`src/rtl/edge_detector_multi_if.sv`:
```
// Signal bundle for the multi-channel edge detector.
// There is no valid/ready handshake: in_i, mode_i and clr_i are sampled on
// every rising clk edge, and every output is a registered level or pulse
// (any_pending_o is the one combinational output, an OR of pending_o).
interface edge_detector_multi_if #(
    parameter int WIDTH = 4
);
    logic [WIDTH-1:0]   in_i;
    logic [2*WIDTH-1:0] mode_i;
    logic [WIDTH-1:0]   clr_i;
    logic [WIDTH-1:0]   level_o;
    logic [WIDTH-1:0]   edge_o;
    logic [WIDTH-1:0]   dir_o;
    logic [WIDTH-1:0]   pending_o;
    logic [WIDTH-1:0]   overflow_o;
    logic               any_pending_o;

    // Stimulus side: drives inputs, observes results.
    modport master (
        output in_i, mode_i, clr_i,
        input  level_o, edge_o, dir_o, pending_o, overflow_o, any_pending_o
    );

    // Detector side.
    modport slave (
        input  in_i, mode_i, clr_i,
        output level_o, edge_o, dir_o, pending_o, overflow_o, any_pending_o
    );
endinterface

```
`src/rtl/edge_detector_multi.sv`:
```
// Multi-channel debounced edge detector.
// Per channel: optional synchroniser -> stability filter -> accepted level.
// A qualifying accepted transition is flagged for one cycle (qual_q), then
// presented as a one-cycle edge_o pulse with sticky pending/overflow flags.
module edge_detector_multi #(
    parameter int   WIDTH         = 4,
    parameter int   SYNC_STAGES   = 2,
    parameter int   FILTER_CYCLES = 3,
    parameter logic RESET_LEVEL   = 1'b0
) (
    input logic                clk,
    input logic                rst_n,
    edge_detector_multi_if.slave bus
);

    localparam int CW = $clog2(FILTER_CYCLES) + 1;
    localparam logic [CW-1:0] CNT_LAST = CW'(FILTER_CYCLES - 1);

    logic [WIDTH-1:0]         s;
    logic [WIDTH-1:0]         acc_q, acc_d;
    logic [WIDTH-1:0][CW-1:0] cnt_q, cnt_d;
    logic [WIDTH-1:0]         qual_q, qual_d;
    logic [WIDTH-1:0]         rise_q, rise_d;
    logic [WIDTH-1:0]         edge_q;
    logic [WIDTH-1:0]         dir_q;
    logic [WIDTH-1:0]         pending_q;
    logic [WIDTH-1:0]         overflow_q;

    generate
        if (SYNC_STAGES == 0) begin : g_nosync
            assign s = bus.in_i;
        end else begin : g_sync
            logic [WIDTH-1:0] sync_q [SYNC_STAGES];

            // Shift raw inputs through the synchroniser chain.
            always_ff @(posedge clk or negedge rst_n) begin
                if (!rst_n) begin
                    for (int k = 0; k < SYNC_STAGES; k++) begin
                        sync_q[k] <= {WIDTH{RESET_LEVEL}};
                    end
                end else begin
                    sync_q[0] <= bus.in_i;
                    for (int k = 1; k < SYNC_STAGES; k++) begin
                        sync_q[k] <= sync_q[k-1];
                    end
                end
            end

            assign s = sync_q[SYNC_STAGES-1];
        end
    endgenerate

    // Filter: count consecutive cycles where s differs from acc; accept on the
    // FILTER_CYCLES-th one. Mode is sampled here, in the accepting cycle.
    always_comb begin
        acc_d  = acc_q;
        cnt_d  = cnt_q;
        qual_d = '0;
        rise_d = '0;
        for (int i = 0; i < WIDTH; i++) begin
            if (s[i] == acc_q[i]) begin
                cnt_d[i] = '0;
            end else if (cnt_q[i] == CNT_LAST) begin
                acc_d[i]  = s[i];
                cnt_d[i]  = '0;
                rise_d[i] = s[i];
                qual_d[i] = s[i] ? bus.mode_i[2*i] : bus.mode_i[2*i+1];
            end else begin
                cnt_d[i] = cnt_q[i] + CW'(1);
            end
        end
    end

    // Filter state and the one-cycle qualified-transition flag.
    always_ff @(posedge clk or negedge rst_n) begin
        if (!rst_n) begin
            acc_q  <= {WIDTH{RESET_LEVEL}};
            cnt_q  <= '0;
            qual_q <= '0;
            rise_q <= '0;
        end else begin
            acc_q  <= acc_d;
            cnt_q  <= cnt_d;
            qual_q <= qual_d;
            rise_q <= rise_d;
        end
    end

    // Event outputs: pulse, direction and sticky flags. A coincident clear
    // loses to a new event for pending but wins for overflow.
    always_ff @(posedge clk or negedge rst_n) begin
        if (!rst_n) begin
            edge_q     <= '0;
            dir_q      <= '0;
            pending_q  <= '0;
            overflow_q <= '0;
        end else begin
            edge_q     <= qual_q;
            dir_q      <= qual_q & rise_q;
            pending_q  <= qual_q | (pending_q & ~bus.clr_i);
            overflow_q <= ~bus.clr_i & (overflow_q | (qual_q & pending_q));
        end
    end

    assign bus.level_o       = acc_q;
    assign bus.edge_o        = edge_q;
    assign bus.dir_o         = dir_q;
    assign bus.pending_o     = pending_q;
    assign bus.overflow_o    = overflow_q;
    assign bus.any_pending_o = |pending_q;

endmodule

```
`src/flat_wrapper.sv`:
```
// flat-port wrapper written by rule: the top's interface ports become plain ports
module edge_detector_multi_flat 
#(
    parameter int   WIDTH         = 4,
    parameter int   SYNC_STAGES   = 2,
    parameter int   FILTER_CYCLES = 3,
    parameter logic RESET_LEVEL   = 1'b0
)
  (clk, rst_n, bus_in_i, bus_mode_i, bus_clr_i, bus_level_o, bus_edge_o, bus_dir_o, bus_pending_o, bus_overflow_o, bus_any_pending_o);
  edge_detector_multi_if #(.WIDTH(WIDTH)) bus_i ();
  input logic clk;
  input logic rst_n;
  input wire logic [$bits(bus_i.in_i)-1:0] bus_in_i;
  input wire logic [$bits(bus_i.mode_i)-1:0] bus_mode_i;
  input wire logic [$bits(bus_i.clr_i)-1:0] bus_clr_i;
  output wire logic [$bits(bus_i.level_o)-1:0] bus_level_o;
  output wire logic [$bits(bus_i.edge_o)-1:0] bus_edge_o;
  output wire logic [$bits(bus_i.dir_o)-1:0] bus_dir_o;
  output wire logic [$bits(bus_i.pending_o)-1:0] bus_pending_o;
  output wire logic [$bits(bus_i.overflow_o)-1:0] bus_overflow_o;
  output wire logic [$bits(bus_i.any_pending_o)-1:0] bus_any_pending_o;
  assign bus_i.in_i = bus_in_i;
  assign bus_i.mode_i = bus_mode_i;
  assign bus_i.clr_i = bus_clr_i;
  assign bus_level_o = bus_i.level_o;
  assign bus_edge_o = bus_i.edge_o;
  assign bus_dir_o = bus_i.dir_o;
  assign bus_pending_o = bus_i.pending_o;
  assign bus_overflow_o = bus_i.overflow_o;
  assign bus_any_pending_o = bus_i.any_pending_o;
  edge_detector_multi #(.WIDTH(WIDTH), .SYNC_STAGES(SYNC_STAGES), .FILTER_CYCLES(FILTER_CYCLES), .RESET_LEVEL(RESET_LEVEL)) u_core (.clk(clk), .rst_n(rst_n), .bus(bus_i));
endmodule
```
`config.mk`:
```
export PLATFORM = sky130hd
export DESIGN_NAME = edge_detector_multi_flat
export DESIGN_NICKNAME = d
export VERILOG_FILES = /design/src/rtl/edge_detector_multi_if.sv /design/src/rtl/edge_detector_multi.sv /design/src/flat_wrapper.sv
export SDC_FILE = /design/constraint.sdc
export NUM_CORES = 1
export LEC_CHECK = 0
export ABC_AREA = 1
export CAP_MARGIN = 20
export CORE_MARGIN = 4
export CORE_UTILIZATION = 54
export CTS_BUF_LIST = sky130_fd_sc_hd__clkbuf_4 sky130_fd_sc_hd__clkbuf_8
export DETAILED_ROUTE_END_ITERATION = 16
export HOLD_SLACK_MARGIN = 0.15
export PLACE_DENSITY = 0.9
export RECOVER_POWER = 50
export SLEW_MARGIN = 20
export SYNTH_ARGS = -nofsm -noshare
export SYNTH_HDL_FRONTEND = slang
export SYNTH_SLANG_ARGS = --single-unit
```
`constraint.sdc`:
```
create_clock -name clk -period 2.3 [get_ports clk]
set_input_delay 0.23 -clock clk [delete_from_list [all_inputs] [get_ports clk]]
set_output_delay 0.23 -clock clk [all_outputs]
set_load 0.02 [all_outputs]
```
# After elaboration in Yosys (flattened, before gate mapping)
# Index checks and enable logic that the tools add are counted.
[word_totals] ff_bits=48 latchBits=0 ramBits=0 romBits=0 input_bits=18 out_inout_bits=21 memories=0
[classes] n_addsub=4 multipliers=0 div_mod_pow=0 order_cmp=0 n_eq_ne=8 shift=0 n_mux=28 n_bitwise=11 reduce_logical=5
[ops] operator="$mux W3" count=8
[ops] operator="$mux W1" count=20
[ops] operator="$and A4 B4 Y4" count=4
[ops] operator="$add A3 B1 Y3 const B" count=4
[ops] operator="$eq A3 B2 Y1 const B" count=4
[ops] operator="$or A4 B4 Y4" count=2
[ops] operator="$reduce_and A2 Y1" count=4
[ops] operator="$eq A1 B1 Y1" count=4
[ops] operator="$not A1 Y1" count=4
[ops] operator="$not A4 Y4" count=1
[ops] operator="$reduce_or A4 Y1" count=1

# Depth between registers and ports, before layout
[depth] word_depth=3 mapped_depth=6 depth_no_buf=6

# Worst setup path before layout
# Ideal clock, no wire load.
[synth_timing] kind="reg2out" startpoint="register u_core.pending_q[3] (netlist: u_core.bus.pending_o[3])" endpoint="output port bus_any_pending_o" t_arrival_ns=0.765 required_ns=2.070 setup_slack_ns=1.305 path_stages_with_launch=3 n_path_buf=0 cell_sequence="dfrtp_1 -> inv_1 -> nand4_1"
[synth_between] elab_chain_len=1
[synth_lines] element="start: declaration" line_no="edge_detector_multi.sv:26" source="logic [WIDTH-1:0] pending_q;"
[synth_lines] element="start signal: assignment" line_no="edge_detector_multi.sv:100" source="pending_q <= qual_q | (pending_q & ~bus.clr_i);"
[synth_lines] element="$reduce_or A4 Y1" line_no="edge_detector_multi.sv:110" source="assign bus.any_pending_o = |pending_q;"
[synth_lines] element="end: declaration" line_no="flat_wrapper.sv:21" source="output wire logic [$bits(bus_i.any_pending_o)-1:0] bus_any_pending_o;"
# Every way passes these cells.

# Worst setup path in the final report
# Ends and elaborated chain as after synthesis.

==> impl_results.md <==
- GR Overflow Total: 0
- Endpoints failing setup: 0
- Antenna Nets Post-Route: 0
- P_leak: about 1.1 nW
- Drt initial violations: 60
- RSZ-0062 raised after global routing: false
- Via count: 1305
- R2r endpoint: u_core.bus.level_o[2]
- CP Capture Type: output port
- Max Cap Violations: 0
- Worst setup slack after placement: 929.6 ps
- Fin cells: 270
- Area Growth Syn to Fin: 29.03%
- Seq cells post-synth: between 40 and 50
- Core Area: 3078 sq um
- Post-synthesis sequential area ratio: 68.47%
- Mean post-synth cell area: 9.911 sq um
- Headroom to the max-slew limit: 44.31%
- Launch point of the worst hold path: u_core.g_sync.sync_q[6]
- Gpl congestion: around 0.73
- Setup TNS: 0 ps
- Final nets: 243
- Initial Util: 56.99%
- CTS resizes: 0
- Die W: 65.00 microns
- Power per cell area: 920.1 nW/um^2
- Critical Path Source: u_core.bus.pending_o[3]
- Via count of the first global-routing pass: ~1300
- Syn_nets: ~200
- R2R setup slack: about 1300 ps
- Worst-Margin Slew: 835.4 ps
- Clk buf depth: 2
- Status: finished clean
- Hold Violations, Final: 0
- Crit path kind: reg2out
- H-tree levels: 2
- Final Instance Area: between 2000 and 2500 sq um
- Placed Area: 2200 sq um
- R2R Path Start: u_core.cnt_q[8]
- CTS Buf Count: 5
- Hpwl dp: 2.569 mm
- Average wire per standard cell: 12.11 microns
- Post-CTS Setup Bufs: 0
- Pin count of the biggest net entering global routing: 21
- Worst r2r path cells: 6
- Maximum clock frequency: 0.5618 GHz
- Share of layout cells above drive strength 1: 6.195%
- Max-slew violation count: 0
- CTS tree: done
- Worst-path fanout max: 3
- Num Clock Sinks: 48
- Min Tclk post-route: 1780 ps
- Fillers: 240
- Vias per std cell: slightly below 5
- # DRC: 0
- Yosys cell types: 15
- DRT Pass-1 Iters: 4
- First-pass GRT wire length: 5.554 mm
- IO Port Bufs: 38
- Number of antenna violations at the first check in global routing: 0
- Final Core Density: roughly three quarters
- Syn Inst Count: 177
- Critical Path Start Type: flip-flop
- CTS Root Cell: clkbuf_4
- Die area: between 4000 and 5000 sq um
- Hold_ws: 355.9 ps
- Pwr Total: 2.083 mW
- CP required: 2070 ps
- Multi-input gate area: approximately 420 sq um
- Worst-Skew Late Latency: approximately 350 ps
- Tcrit/Tclk final: 77.39%
- Clock skew: 12.82 ps
- Netlist Area Pre-Place: approximately 1800 sq um
- Worst vdd ir: 0.6818 mV
- IO Pins: 39
- Final setup margin: 520.1 ps
- Die H: 65.00 microns
- # hold bufs at CTS: 1
- Cell Rows: 20
- Clock-pin transition on the worst setup and hold timing paths: 130 ps
- Critical path data arrival time: 1550 ps
- Hold crit path type: reg2reg
- CP endpoint: bus_any_pending_o
- Synth warnings: 0
- Ant. Diodes: 0
- Overall routing resource usage: 17.77%
- Register cell area after layout: 1201 sq um
- Final wirelength: 3.270 mm
- Placed Cells: 261
-- metal layers --
layer	share of wire (%)	GRT usage, %	vias to the layer above
li1	-	-	638
met3	7.7	6.586	7
met2	51	30.52	42
met1	39	19.63	618
met5	0	0	-
met4	2.1	7.652	0
-- cell usage after synthesis, drive strengths merged --
| master | number | share of area (%) |
|---|---|---|
| o21ai | 6 | 1.7 |
| nor2 | 15 | 3.8 |
| inv | 32 | 6.8 |
| nor3 | 6 | 1.7 |
| nand2 | 46 | 10 |
| a21oi | 11 | 3.1 |
| a21boi | 4 | 1.7 |
| dfrtp | 48 | 68 |
| xnor2 | 1 | 0.50 |
| nand3 | 4 | 1.1 |
| clkinv | 3 | 0.64 |
| nand4 | 1 | 0.36 |
-- final cells by class --
type | count | area share (%)
Clock buffer | 7 | 2.322
Timing Repair Buffer | 41 | 17.36
Inverter | 35 | 5.804
Sequential cell | 48 | 53.07
Tap cell | 44 | 2.432
Clock inverter | 1 | 0.3870
Multi-Input combinational cell | 94 | 18.63
-- critical path: stages, from the launching register on --
cell and delay (ps):
dfrtp_1 410, inv_1 80, nand4_1 90, clkdlybuf4s50_1 610
-- placed cells by master, fill, tap and decap left out --
| master | count |
|---|---|
| a21boi_0 | 4 |
| a21oi_1 | 11 |
| clkbuf_1 | 2 |
| clkbuf_2 | 1 |
| clkbuf_4 | 7 |
| clkdlybuf4s50_1 | 33 |
| clkinv_1 | 3 |
| clkinv_4 | 1 |
| dfrtp_1 | 48 |
| dlygate4sd3_1 | 5 |
| inv_1 | 32 |
| nand2_1 | 45 |
| nand2_2 | 1 |
| nand3_1 | 4 |
| nand4_1 | 1 |
| nor2_1 | 11 |
| nor2_2 | 4 |
| nor3_1 | 6 |
| o21ai_0 | 5 |
| o21ai_1 | 1 |
| xnor2_1 | 1 |
-- state kept, by name (all words and copies together), names as in the netlist --
name and count:
u_core.bus.dir_o 4, u_core.s 4, u_core.qual_q 4, u_core.bus.overflow_o 4, u_core.g_sync.sync_q 4, u_core.rise_q 4, u_core.bus.pending_o 4, u_core.cnt_q 12
u_core.bus.edge_o 4, u_core.bus.level_o 4
-- cell families after synthesis --
group                     after synthesis  synth area share (%)
and+or+nand+nor                        72                 16.98
xor gates and xnor gates                1                0.4994
AOI/OAI and AO/OA                      21                 6.561
DFF                                    48                 68.47
buffers and inverters                  35                 7.490
-- where the power goes --
part / total, mW / internal (mW) / switching [mW]
clock network: 0.387 / 0.147 / 0.240
registers: 1.12 / 0.984 / 0.140
logic: 0.572 / 0.245 / 0.327
-- how the worst min path moves through the flow --
| stage | cells past startpoint | to | slack [ps] |
|---|---|---|---|
| floorplan | 0 | u_core.bus.dir_o[0] | -70 |
| global placement | 1 | u_core.bus.dir_o[1] | 130 |
| detailed placement | 1 | u_core.bus.overflow_o[1] | 130 |
| CTS | 2 | u_core.bus.level_o[1] | 280 |
| global route | 0 | u_core.s[2] | 380 |
| finish | 0 | u_core.s[2] | 360 |
Power figures use the tool's default switching activity.
